$ cat src/rtl/seq_mult.sv
// Sequential shift-add multiplier: one partial-product step per clock, WIDTH-cycle latency.
// Define SEQ_MULT_SIGNED_EN to add the signed_mode port and two's-complement operation.
module seq_mult #(
    parameter int unsigned WIDTH = 8
) (
    input  logic                 clk,
    input  logic                 reset,
    input  logic                 start,
    input  logic [WIDTH-1:0]     A,
    input  logic [WIDTH-1:0]     B,
`ifdef SEQ_MULT_SIGNED_EN
    input  logic                 signed_mode,
`endif
    output logic                 busy,
    output logic                 done,
    output logic [2*WIDTH-1:0]   P
);

    localparam int unsigned PW = 2 * WIDTH;
    localparam int unsigned AW = 2 * WIDTH + 1;
    localparam int unsigned UW = WIDTH + 1;
    localparam int unsigned CW = (WIDTH > 1) ? $clog2(WIDTH) : 1;

    typedef enum logic [1:0] {
        S_IDLE = 2'd0,
        S_RUN  = 2'd1,
        S_DONE = 2'd2
    } state_t;

    state_t          r_state;
    state_t          w_next;
    logic            w_accept;
    logic            w_last;

    logic [WIDTH-1:0] r_mcand;
    logic [AW-1:0]    r_acc;
    logic [CW-1:0]    r_cnt;
    logic             r_busy;
    logic             r_done;
    logic [PW-1:0]    r_p;

    logic [UW-1:0]    w_upper;
    logic [UW-1:0]    w_ext;
    logic [UW-1:0]    w_sum;
    logic             w_fill;
    logic [AW-1:0]    w_acc_step;

    assign w_last = (r_cnt == CW'(WIDTH - 1));

    always_ff @(posedge clk or posedge reset) begin
        if (reset) begin
            r_state <= S_IDLE;
        end else begin
            r_state <= w_next;
        end
    end

    always_comb begin
        w_next   = r_state;
        w_accept = 1'b0;
        case (r_state)
            S_IDLE: begin
                if (start) begin
                    w_next   = S_RUN;
                    w_accept = 1'b1;
                end
            end
            S_RUN: begin
                if (w_last) begin
                    w_next = S_DONE;
                end
            end
            S_DONE: begin
                if (start) begin
                    w_next   = S_RUN;
                    w_accept = 1'b1;
                end else begin
                    w_next = S_IDLE;
                end
            end
            default: w_next = S_IDLE;
        endcase
    end

    // One step: conditional add (or final-step subtract) into the upper half, then shift right.
    assign w_upper = r_acc[AW-1:WIDTH];

`ifdef SEQ_MULT_SIGNED_EN
    logic r_signed;

    always_comb begin
        w_ext  = {r_signed & r_mcand[WIDTH-1], r_mcand};
        w_sum  = w_upper;
        if (r_acc[0]) begin
            if (r_signed && w_last) begin
                w_sum = w_upper - w_ext;
            end else begin
                w_sum = w_upper + w_ext;
            end
        end
        w_fill = r_signed & w_sum[UW-1];
    end
`else
    always_comb begin
        w_ext  = {1'b0, r_mcand};
        w_sum  = r_acc[0] ? (w_upper + w_ext) : w_upper;
        w_fill = 1'b0;
    end
`endif

    assign w_acc_step = {w_fill, w_sum, r_acc[WIDTH-1:1]};

    always_ff @(posedge clk or posedge reset) begin
        if (reset) begin
            r_mcand <= '0;
            r_acc   <= '0;
            r_cnt   <= '0;
            r_busy  <= 1'b0;
            r_done  <= 1'b0;
            r_p     <= '0;
        end else begin
            r_busy <= (w_next == S_RUN);
            r_done <= (w_next == S_DONE);
            if (w_accept) begin
                r_mcand <= A;
                r_acc   <= {UW'(0), B};
                r_cnt   <= '0;
            end else if (r_state == S_RUN) begin
                r_acc <= w_acc_step;
                r_cnt <= r_cnt + CW'(1);
                if (w_last) begin
                    r_p <= w_acc_step[PW-1:0];
                end
            end
        end
    end

`ifdef SEQ_MULT_SIGNED_EN
    always_ff @(posedge clk or posedge reset) begin
        if (reset) begin
            r_signed <= 1'b0;
        end else if (w_accept) begin
            r_signed <= signed_mode;
        end
    end
`endif

    assign busy = r_busy;
    assign done = r_done;
    assign P    = r_p;

endmodule

$ cat config.mk
export PLATFORM = sky130hd
export DESIGN_NAME = seq_mult
export DESIGN_NICKNAME = d
export VERILOG_FILES = /design/src/rtl/seq_mult.sv
export SDC_FILE = /design/constraint.sdc
export NUM_CORES = 1
export LEC_CHECK = 0
export CELL_PAD_IN_SITES_DETAIL_PLACEMENT = 1
export CELL_PAD_IN_SITES_GLOBAL_PLACEMENT = 1
export CORE_MARGIN = 2
export CORE_UTILIZATION = 37
export CTS_BUF_LIST = sky130_fd_sc_hd__clkbuf_4 sky130_fd_sc_hd__clkbuf_8
export DETAILED_ROUTE_END_ITERATION = 16
export PLACE_DENSITY_LB_ADDON = 0.1
export SETUP_SLACK_MARGIN = 0.4
export SLEW_MARGIN = 20
export SYNTH_ARGS = -nofsm -noshare
export SYNTH_HDL_FRONTEND = slang
export SYNTH_SLANG_ARGS = --single-unit
$ cat constraint.sdc
create_clock -name clk -period 2.8 [get_ports clk]
set_input_delay 0.7 -clock clk [delete_from_list [all_inputs] [get_ports clk]]
set_output_delay 0.7 -clock clk [all_outputs]
set_load 0.02 [all_outputs]
After elaboration in Yosys (flattened, before gate mapping)
Cells that the tools add are included.
{"block": "totals", "register_bits": 48, "wordCells": 30, "output_inout_bits": 18, "inputBits": 19}
{"block": "op_classes", "addsub": 2, "n_mux": 11, "reduce_logical": 4, "n_bitwise": 1, "eq_ne": 5}
{"op": "two-way mux 17 bit", "n": 2}
{"op": "adder 9 x 8 -> 9 bit", "n": 1}
{"op": "two-way mux 9 bit", "n": 1}
{"op": "two-way mux 3 bit", "n": 2}
{"op": "one-hot mux 2 bit (3 select lines)", "n": 1}
{"op": "== test 2 x 1 -> 1 bit, second input constant", "n": 2}
{"op": "== test 2 bit, second input constant", "n": 2}
{"op": "two-way mux 2 bit", "n": 2}
{"op": "adder 3 x 1 -> 3 bit, second input constant", "n": 1}
{"op": "== test 3 bit, second input constant", "n": 1}
{"op": "two-way mux 1 bit", "n": 3}
{"op": "AND reduction 3 bit", "n": 1}
{"op": "logical NOT 2 bit", "n": 1}
{"op": "nonzero test 2 bit", "n": 1}
{"op": "OR reduction 2 bit", "n": 1}
{"op": "NOT 1 bit", "n": 1}

Logic depth before layout (Yosys ltp)
Gate-level depths: netlist of run 1.
{"block": "logic_depth", "word_depth": 5, "ltp_mapped": 7, "ltp_nobuf": 7}

Worst setup path before layout of run 1
No wires, ideal clock.
{"block": "synth_timing", "kind": "reg2reg", "startpoint": "register r_mcand[0]", "endpoint": "register r_p[13] (netlist: P[13])", "arrival_time_ns": 1.726, "stages_incl_launch_ff": 8, "synth_period_minus_slack_ns": 1.856, "required_ns": 2.671, "n_path_buf": 0, "path_slack_ns": 0.944, "setup_time_ns": 0.129, "path_cell_list": "dfrtp_1 ha_1 fa_1 a21o_2 a221oi_2 xnor2_1 mux2i_1 o21ai_1"}
{"block": "synth_via", "elab_chain_cells": 2}
{"element": "from (decl)", "line_no": "35", "text": "logic [WIDTH-1:0] r_mcand;"}
{"element": "from (signal assigned)", "line_no": "115", "text": "r_mcand <= '0;"}
{"element": "from (signal assigned)", "line_no": "125", "text": "r_mcand <= A;"}
{"element": "adder 9 x 8 -> 9 bit", "line_no": "106", "text": "w_sum = r_acc[0] ? (w_upper + w_ext) : w_upper;"}
{"element": "two-way mux 9 bit", "line_no": "106"}
{"element": "to (signal assigned)", "line_no": "132", "text": "r_p <= w_acc_step[PW-1:0];"}
{"element": "to (decl)", "line_no": "40", "text": "logic [PW-1:0] r_p;"}
No other way between the ends.
A chain may end at the register's enable or synchronous reset.

Final worst setup path of run 1
{"block": "layout_timing", "startpoint": "register r_acc[8]", "endpoint": "register r_p[15] (netlist: P[15])"}
{"block": "layout_via", "elab_chain_cells": 2}
{"element": "from (decl)", "line_no": "36", "text": "logic [AW-1:0] r_acc;"}
{"element": "from (signal assigned)", "line_no": "126", "text": "r_acc <= {UW'(0), B};"}
{"element": "from (signal assigned)", "line_no": "129", "text": "r_acc <= w_acc_step;"}
{"element": "adder 9 x 8 -> 9 bit", "line_no": "106"}
{"element": "two-way mux 9 bit", "line_no": "106"}
No other way between the ends.

==> results of run 1 <==
-- area by class of cell --
cell class	count	area, µm²	share of cell area, %
timing repair buffer	41	398	14.7
tap	72	90.1	3.33
sequential	47	1180	43.4
clock inverter	1	7.51	0.277
clock buffer	7	96.3	3.56
inverter	4	15.0	0.554
multi-input combinational	166	926	34.2
-- critical path: cells and delay by family, from the launching register on --
kind	cells	cell delay, ns
compound gates	5	0.92
fa+ha+maj	2	0.62
flops	1	0.40
-- worst paths after layout --
kind / startpoint / to / slack [ns]
max: r_acc[8]$_DFFE_PP0P_ / P[15]$_DFFE_PP0P_ / 0.74
min: P[2]$_DFFE_PP0P_ / P[2]$_DFFE_PP0P_ / 0.48
max reg2reg: r_acc[8]$_DFFE_PP0P_ / P[15]$_DFFE_PP0P_ / 0.74
min reg2reg: P[2]$_DFFE_PP0P_ / P[2]$_DFFE_PP0P_ / 0.48
max in group asynchronous: reset / P[12]$_DFFE_PP0P_ / 1.46
min in group asynchronous: reset / P[10]$_DFFE_PP0P_ / 0.77
-- cells by family after synthesis --
group	synth area share [%]
AOI/OAI and AO/OA	13.8
buffers and inverters	2.38
xor gates and xnor gates	1.63
and+or+nand+nor	18.4
adders and majority gates	6.75
DFF	54.7
muxes	2.33
-- report_power, final --
part	leakage (nW)	internal, W	switching (W)
Sequential	0.583	0.00100	0.000251
Combinational	0.644	0.000725	0.000912
Clock	0.0505	0.000225	0.000229
Total	1.28	0.00195	0.00139
-- metrics by stage --
stage	util, %	worst slack, ns	area (µm²)	hold WS (ns)
3_3_place_gp	46.7	0.440	2600	0.457
5_1_grt	48.6	0.580	2710	0.517
3_5_place_dp	46.7	0.362	2600	0.470
6_report	48.6	0.742	2710	0.481
2_1_floorplan	-	0.944	2150	0.452
4_1_cts	48.6	0.686	2710	0.490
-- layer usage --
layer  up-vias  routed length [µm]
li1        842                   -
met1       810                2530
met5         -                   0
met3         6                 211
met4         0                  64
met2        39                2230
-- cells in the final DEF (no fill, tap or decap), drive strengths merged, types with 4 or more instances in the layout --
cell,count
a21oi,7
a22oi,8
buf,5
clkbuf,7
clkdlybuf4s50,36
dfrtp,47
ha,10
mux2i,5
nand2,78
nand3,4
nor2,5
o21ai,24
-- flip-flops by register name, indices dropped and copies added, names as in the netlist --
signal	cells
P	16
r_acc	16
r_mcand	8
r_cnt	3
r_state	2
busy	1
done	1
==> run metrics, run 1 <==
Synth area leaders=dfrtp_1 55%, nand2_1 14%, ha_1 5.8%; Critical Path, Cell by Cell=ha_1 > fa_1 > a21o_2 > a22oi_1 > a211oi_1 > o21ai_0 > o21ai_0; top cells by count, synth=78 x nand2_1, 47 x dfrtp_1, 22 x o21ai_0; Hold Path Depth=2; GR Layer Usage met1=around a quarter; grt ovf=0; Least-Margin Pin Slew=around 0.64 ns; Power Total=around 0.0033 W; CTS Sinks=47; synthesized instance count=about 230; Vias per Instance=about 5; detailed-route via count=roughly 1700; Worst slew margin=between 50% and 60%; Final #Nets=about 300; met3 Use GR=roughly 3.9%; post-synth top area cell=dfrtp_1; Final period util=between 70% and 80%; All-Layer GR Usage=17.4%; Leak=between 1 and 1.5 nW; grt met2 use=between 20 and 30%; placed cell count=330; htree depth=2; Placer Congestion=0.836; Avg WL per Cell=14.9 µm; Max clock buf depth=2; number of iterations in the first detailed-routing pass=4; final wirelength=a little over 5000 µm; most frequent cell after synthesis=nand2_1; Worst R2R Path Depth=7; largest net degree at the start of global routing=27; most used routing layer=met2; RSZ-0062 raised after global routing=no; post-CTS sizing=0; Root Buffer=clkbuf_8; crit path DAT=between 2 and 2.5 ns; FFs w/ async S/R, synth=100%; Startpoint Class=flip-flop; setup bufs post-CTS=0; Min-Delay Path Class=flip-flop to flip-flop; FP Rows=27; share of cells above drive strength 1=approximately 6.8%; vias in the first global route=between 1500 and 2000; worst-skew pair later-pin latency=0.30 ns; post-route ant nets=0; final std cells w/o fill=about 340; synthesized area=approximately 2200 µm²; Die Ht=between 80 and 90 µm; setup TNS=0 ns; die span in x=approximately 80 µm; Crit Path Max Fanout=3; cell mode on critical path=o21ai_0; Top FF cell, synth=dfrtp_1; crit path max-delay cell type=dfrtp_1; top achievable clock speed=just under 0.5 GHz; final setup violation count=0; Synth Register Bits=47; Net Count, Synth=256; Crit. End Element=flip-flop; HPWL Detailed=between 3000 and 4000 µm; skew final=roughly 0.0037 ns; first-pass GRT wire length=8520 µm; Slew Limit Fails=0; clock slew at reported path FFs=around 0.09 ns; initial core utilization=approximately two fifths; Synth top area share=a little over half; status=finished, final reports clean; core area=around 5600 µm²; Area growth syn-to-layout=25.9%; final hold vios=0; Setup CP Type=flip-flop to flip-flop; max cap viols=0; Synth Warn #=0; filler cell count=roughly 640; crit path time final=around 2.1 ns; number of flops mapped to enable cells by yosys=0; n_diodes=0; Initial DRC Count=60; initial antenna violation count=0; io pins=37; CTS tree=built; Seq/Total Area, Yosys=a little over half; Die Area=approximately 6400 µm²; Critical Path Max Stage Delay=around 0.4 ns; post-synthesis cell type count=30; I/O Buffers=36; CTS buffer count=5; CTS Hold Bufs=0; Power Density=~1200 nW/µm²; syn avg cell area=9.52 µm²; VDD IR-drop max=~440 µV; DRC violations left=0; Req. time, crit path=roughly 3 ns
(Power assumes the default switching activity.)
==> run 2, diff against run 1 <==
==> constraint.sdc (replaced) <==
create_clock -name clk -period 1.74 [get_ports clk]
set_input_delay 0.435 -clock clk [delete_from_list [all_inputs] [get_ports clk]]
set_output_delay 0.435 -clock clk [all_outputs]
set_load 0.02 [all_outputs]
==> run 2 against run 1 <==
  * The flow now finishes with violations (setup timing)
  * Non-clock buffer count grew 33
  * Clock-buffer cell count shrank 2
  * Flip-flop and latch count is the same
  * Combinational power grew 140%
  * Sequential power grew 65%
  * Die area is the same
  * Worst setup slack lost 1.0 ns
  * Clock skew grew 0.0042 ns
  * Via count grew 13%
  * First-iteration DRC count grew 40%
  * Global-route usage grew 1.2 points
  * Largest power group unchanged
==> run metrics, run 2 (synthesis gave the netlist of run 1 again) <==
max cap viols=0; Initial DRC Count=between 80 and 90; first-pass GRT wire length=9140 µm; Power Density=~2100 nW/µm²; setup TNS=-1.81 ns; capture point of the worst path=r_acc[13]$_DFFE_PP0P_; HPWL Detailed=~3700 µm; worst-skew pair later-pin latency=0.30 ns; sequential power share=between 30 and 40%; post-route ant nets=0; status=complete, but fails checks; initial core utilization=between 30% and 40%; DRC violations left=0; clock slew at reported path FFs=around 0.090 ns; Vias per Instance=between 5 and 6; most common cell after layout, fill and taps aside=nand2_1; Die Ht=about 80 µm; Final period util=117%; Multi-input gate area=1130 µm²; clock share of power=~10%; CTS Sinks=47; I/O Buffers=36; Cell Int Power=0.00379 W; Avg WL per Cell=approximately 17 µm; Critical path origin=r_acc[8]$_DFFE_PP0P_; worst reg2reg path endpoint=r_acc[13]$_DFFE_PP0P_; CTS buffer count=5; Req. time, crit path=around 1.9 ns; n_diodes=0; final hold vios=0; FF/Latch Area=around 1200 µm²; Switch Pwr=~0.0028 W; Fin Hold WS=between 0.4 and 0.5 ns; Worst R2R Path Depth=7; grt ovf=0; Final #Nets=between 300 and 400; Sw Share=~43%; core area=roughly 5600 µm²; final wirelength=around 6200 µm; failing checks=setup timing; top achievable clock speed=approximately 0.5 GHz; All-Layer GR Usage=approximately a fifth; Startpoint Class=flip-flop; number of iterations in the first detailed-routing pass=4; CTS tree=built; Root Buffer=clkbuf_8; Min-Delay Path Class=input port to asynchronous set/reset pin; Logic pwr share=between 50% and 60%; skew final=0.00786 ns; VDD IR-drop max=766 µV; Slew Limit Fails=0; Placer Congestion=0.794; share of cells above drive strength 1=~32%; die span in x=80.2 µm; most frequent cells in the layout=75 x nand2_1, 46 x dfrtp_1, 28 x buf_4, 18 x clkdlybuf4s50_1, 17 x buf_2; crit path DAT=roughly 2.2 ns; detailed-route via count=1913; reg2reg setup slack=-0.29 ns; Setup CP Type=flip-flop to flip-flop; Least-Margin Pin Slew=0.331 ns; Worst R2R Start=r_acc[8]$_DFFE_PP0P_; filler cell count=just over 600; final std cells w/o fill=between 300 and 400; htree depth=2; Crit. End Element=flip-flop; Max clock buf depth=2; io pins=37; placed cell count=340; Die Area=~6400 µm²; Final Worst Setup Slack=-0.295 ns; FP Rows=27; largest net degree at the start of global routing=39; vias in the first global route=1846; final core occ=roughly 57%; final setup violation count=11; Leak=around 1.5 nW; Crit Path Max Fanout=3; initial antenna violation count=0; Worst slew margin=between 70% and 80%; Area growth syn-to-layout=47.8%; RSZ-0062 raised after global routing=yes; crit path time final=a little over 2 ns
==> run 2: changes by cell type in the layout (fill, tap and decap cells not counted), moves of 3 or more <==
| cell | change |
|---|---|
| buf_4 | +23 |
| ha_4 | +5 |
| buf_12 | +4 |
| o21ai_1 | +9 |
| o21ai_0 | -11 |
| ha_1 | -7 |
| buf_2 | +17 |
| nand2_1 | -3 |
| buf_6 | +4 |
| clkdlybuf4s50_1 | -18 |
==> run 2: worst min-delay path by stage <==
stage	cells past startpoint	endpoint	from
2_1_floorplan	2	r_mcand[2]$_DFFE_PP0P_	r_mcand[2]$_DFFE_PP0P_
3_3_place_gp	2	P[0]$_DFFE_PP0P_	P[0]$_DFFE_PP0P_
3_5_place_dp	2	P[6]$_DFFE_PP0P_	P[6]$_DFFE_PP0P_
4_1_cts	2	P[2]$_DFFE_PP0P_	reset
5_1_grt	2	r_acc[4]$_DFFE_PP0P_	reset
6_report	2	P[1]$_DFFE_PP0P_	reset
==> run 2: worst max-delay path: stages, from the launching register on <==
cell,delay [ns]
dfrtp_1,0.41
ha_2,0.20
fa_2,0.36
a21o_4,0.23
a221oi_2,0.28
xnor2_1,0.13
mux2i_1,0.22
o21ai_1,0.08
==> run 2: metal layers <==
metal | track usage, % | routed length [µm] | share of wire [%] | vias up
li1 | - | - | - | 908
met1 | 26.4 | 2820 | 46 | 948
met2 | 30.2 | 3050 | 50 | 49
met3 | 3.71 | 232 | 3.8 | 8
met4 | 3.22 | 51 | 0.83 | 0
met5 | 0 | 0 | 0 | -
==> run 2: cell type report <==
cell class | instances | area share (%)
sequential | 47 | 37.0
multi-input combinational | 166 | 35.6
timing repair buffer | 74 | 21.0
tap | 72 | 2.83
clock buffer | 5 | 2.16
inverter | 4 | 0.748
clock inverter | 3 | 0.590
==> run 2: repair_timing <==
item                                   4_1_cts  5_1_grt
gates resized for setup                    101       23
endpoints found under the hold margin        0        0
buffers inserted                             8       13
hold buffers                                 0        0
gates cloned                                 1        1
setup endpoints to repair                   55       31
pin swaps                                    7       10
==> run 2: power groups by stage <==
stage	registers [W]	logic [W]	clock network, W
2_1_floorplan	0.00214	0.00165	0
3_3_place_gp	0.00200	0.00285	0
3_5_place_dp	0.00201	0.00296	0
4_1_cts	0.00200	0.00324	0.000691
5_1_grt	0.00212	0.00426	0.000739
6_report	0.00206	0.00389	0.000674
==> run 2: metrics by stage <==
| stage | instance area (µm²) | power (W) | setup WS, ns |
|---|---|---|---|
| finish | 3180 | 0.00662 | -0.295 |
| global route | 3180 | 0.00712 | -0.412 |
| CTS | 2930 | 0.00592 | -0.207 |
| detailed placement | 2720 | 0.00497 | -0.444 |
| global placement | 2720 | 0.00484 | -0.385 |
| floorplan | 2180 | 0.00380 | -0.0512 |
==> run 3, diff against run 2 <==
--- a/config.mk
+++ b/config.mk
@@ -11,7 +11,7 @@
 export CORE_UTILIZATION = 37
 export CTS_BUF_LIST = sky130_fd_sc_hd__clkbuf_4 sky130_fd_sc_hd__clkbuf_8
 export DETAILED_ROUTE_END_ITERATION = 16
-export PLACE_DENSITY_LB_ADDON = 0.1
+export PLACE_DENSITY_LB_ADDON = 0.05
 export SETUP_SLACK_MARGIN = 0.4
 export SLEW_MARGIN = 20
 export SYNTH_ARGS = -nofsm -noshare
==> run 3 against run 2 <==
  * Via count decreased by 5.3%
  * Critical endpoint unchanged
  * Core utilization decreased by 3.6 points
  * Non-clock buffer count decreased by 9
  * Cell count decreased by 2.4%
  * Critical path type unchanged
  * The flow still finishes with violations (setup timing)
==> run metrics, run 3 (synthesis gave the netlist of run 1 again) <==
Post-DP Area=~2700 µm²; Logic pwr share=~57%; Avg WL per Cell=15.0 µm; Min-Delay Path Class=input port to asynchronous set/reset pin; final setup violation count=8; CTS tree=built; initial antenna violation count=0; number of iterations in the first detailed-routing pass=4; Vias per Instance=~5.0; CTS Sinks=between 40 and 50; Root Buffer=clkbuf_8; Levels on crit path=8; status=complete, but fails checks; placed cell count=~340; Startpoint Class=flip-flop; Req. time, crit path=~2.0 ns; skew final=0.00645 ns; VDD IR-drop max=just under 700 µV; HPWL Detailed=between 3000 and 4000 µm; worst-skew pair later-pin latency=approximately 0.30 ns; most frequent cells in the layout=77 x nand2_1, 46 x dfrtp_1, 23 x buf_4, 18 x clkdlybuf4s50_1, 18 x buf_2; Leak=roughly 1.4 nW; Least-Margin Pin Slew=between 0.3 and 0.4 ns; crit path time final=~2 ns; Crit Path Max Fanout=3; DRC violations left=0; Critical path origin=r_mcand[0]$_DFFE_PP0P_; Die Ht=approximately 80 µm; reg2reg setup slack=-0.24 ns; WP buf/inv=1; failing checks=setup timing; grt ovf=0; Slew Limit Fails=0; final std cells w/o fill=362; Placer Congestion=~0.8; Max clock buf depth=2; Cell Int Power=around 0.0036 W; largest net degree at the start of global routing=36; Switch Pwr=between 0.002 and 0.003 W; I/O Buffers=36; Worst R2R Path Depth=8; first-pass GRT wire length=8970 µm; top achievable clock speed=between 0.5 and 0.6 GHz; Power Density=approximately 2100 nW/µm²; Area growth syn-to-layout=38.4%; Sw Share=approximately two fifths; crit path max-delay cell type=dfrtp_1; post-route cell area=2980 µm²; Worst R2R Start=r_mcand[0]$_DFFE_PP0P_; most common cell after layout, fill and taps aside=nand2_1; max cap viols=0; Die Area=~6400 µm²; clock share of power=between 10% and 20%; detailed-route via count=about 1800; core area=5570 µm²; vias in the first global route=1854; Final period util=114%; final core occ=between 50% and 60%; Setup CP Type=flip-flop to flip-flop; Place WS=-0.369 ns; final hold vios=0; capture point of the worst path=r_acc[13]$_DFFE_PP0P_; htree depth=2; Fin Hold WS=between 0.4 and 0.5 ns; Final #Nets=roughly 320; Critical Path Max Stage Delay=0.40 ns; post-route ant nets=0; All-Layer GR Usage=~18%; worst reg2reg path endpoint=r_acc[13]$_DFFE_PP0P_; die span in x=roughly 80 µm; Critical Path, Cell by Cell=ha_2 > fa_2 > a21o_4 > a221oi_2 > xnor2_1 > mux2i_1 > buf_4 > o21ai_1; share of cells above drive strength 1=between 20% and 30%; crit path DAT=~2.2 ns; Initial DRC Count=45; FP Rows=27; clock slew at reported path FFs=0.09 ns; RSZ-0062 raised after global routing=yes; final wirelength=about 5400 µm; Worst slew margin=between 70% and 80%; Crit. End Element=flip-flop; CTS buffer count=5; CP delay by family, top=adder cells; Final Worst Setup Slack=-0.240 ns; n_diodes=0; sequential power share=32.1%; initial core utilization=a little under 40%; io pins=37
## run 3: worst min-delay path by stage
stage,from,end,slack [ns]
2_1_floorplan,r_mcand[2]$_DFFE_PP0P_,r_mcand[2]$_DFFE_PP0P_,0.45
3_3_place_gp,P[2]$_DFFE_PP0P_,P[2]$_DFFE_PP0P_,0.46
3_5_place_dp,P[4]$_DFFE_PP0P_,P[4]$_DFFE_PP0P_,0.46
4_1_cts,reset,P[8]$_DFFE_PP0P_,0.45
5_1_grt,reset,r_mcand[6]$_DFFE_PP0P_,0.48
6_report,reset,P[8]$_DFFE_PP0P_,0.46
## run 3: metrics by stage
step	total power, W	setup TNS (ns)
2_1_floorplan	0.00380	-0.101
3_3_place_gp	0.00489	-5.38
3_5_place_dp	0.00499	-5.77
4_1_cts	0.00587	-0.987
5_1_grt	0.00666	-1.83
6_report	0.00615	-1.20
## run 3: cell type report
cell class              instances  area [µm²]
well taps                      72        90.1
clock inverters                 1        5.00
clock buffers                   7        83.8
fillers                       634        2600
repair buffers                 65         528
multi-input cells             166        1070
flip-flops and latches         47        1180
inverters                       4        23.8
## run 3: power groups by stage
stage          Clock [W]  Combinational [W]  Sequential, W
2_1_floorplan          0            0.00165        0.00214
3_3_place_gp           0            0.00293        0.00196
3_5_place_dp           0            0.00302        0.00198
4_1_cts         0.000703            0.00319        0.00197
5_1_grt         0.000755            0.00387        0.00204
6_report        0.000684            0.00349        0.00197
## run 3: repair_timing
action / 4_1_cts / 5_1_grt
resized for setup: 96 / 15
setup buffers: 4 / 7
hold buffers: 0 / 0
pin swaps: 10 / 7
cloned: 1 / 0
setup endpoints to repair: 54 / 41
## run 3: worst reg2reg max path: cells and delay by family, from the launching register on
kind / cells / cell delay, ns
compound gates: 3 / 0.57
fa+ha+maj: 2 / 0.56
flops: 1 / 0.40
xor+xnor: 1 / 0.15
buf+inv: 1 / 0.15
mux: 1 / 0.09
## run 3: layer usage
metal | track usage (%) | vias up | routed length [µm]
met3 | 4.16 | 5 | 200
met4 | 5.08 | 0 | 61
met5 | 0 | - | 0
met1 | 24.9 | 885 | 2650
met2 | 29.2 | 31 | 2520
li1 | - | 891 | -
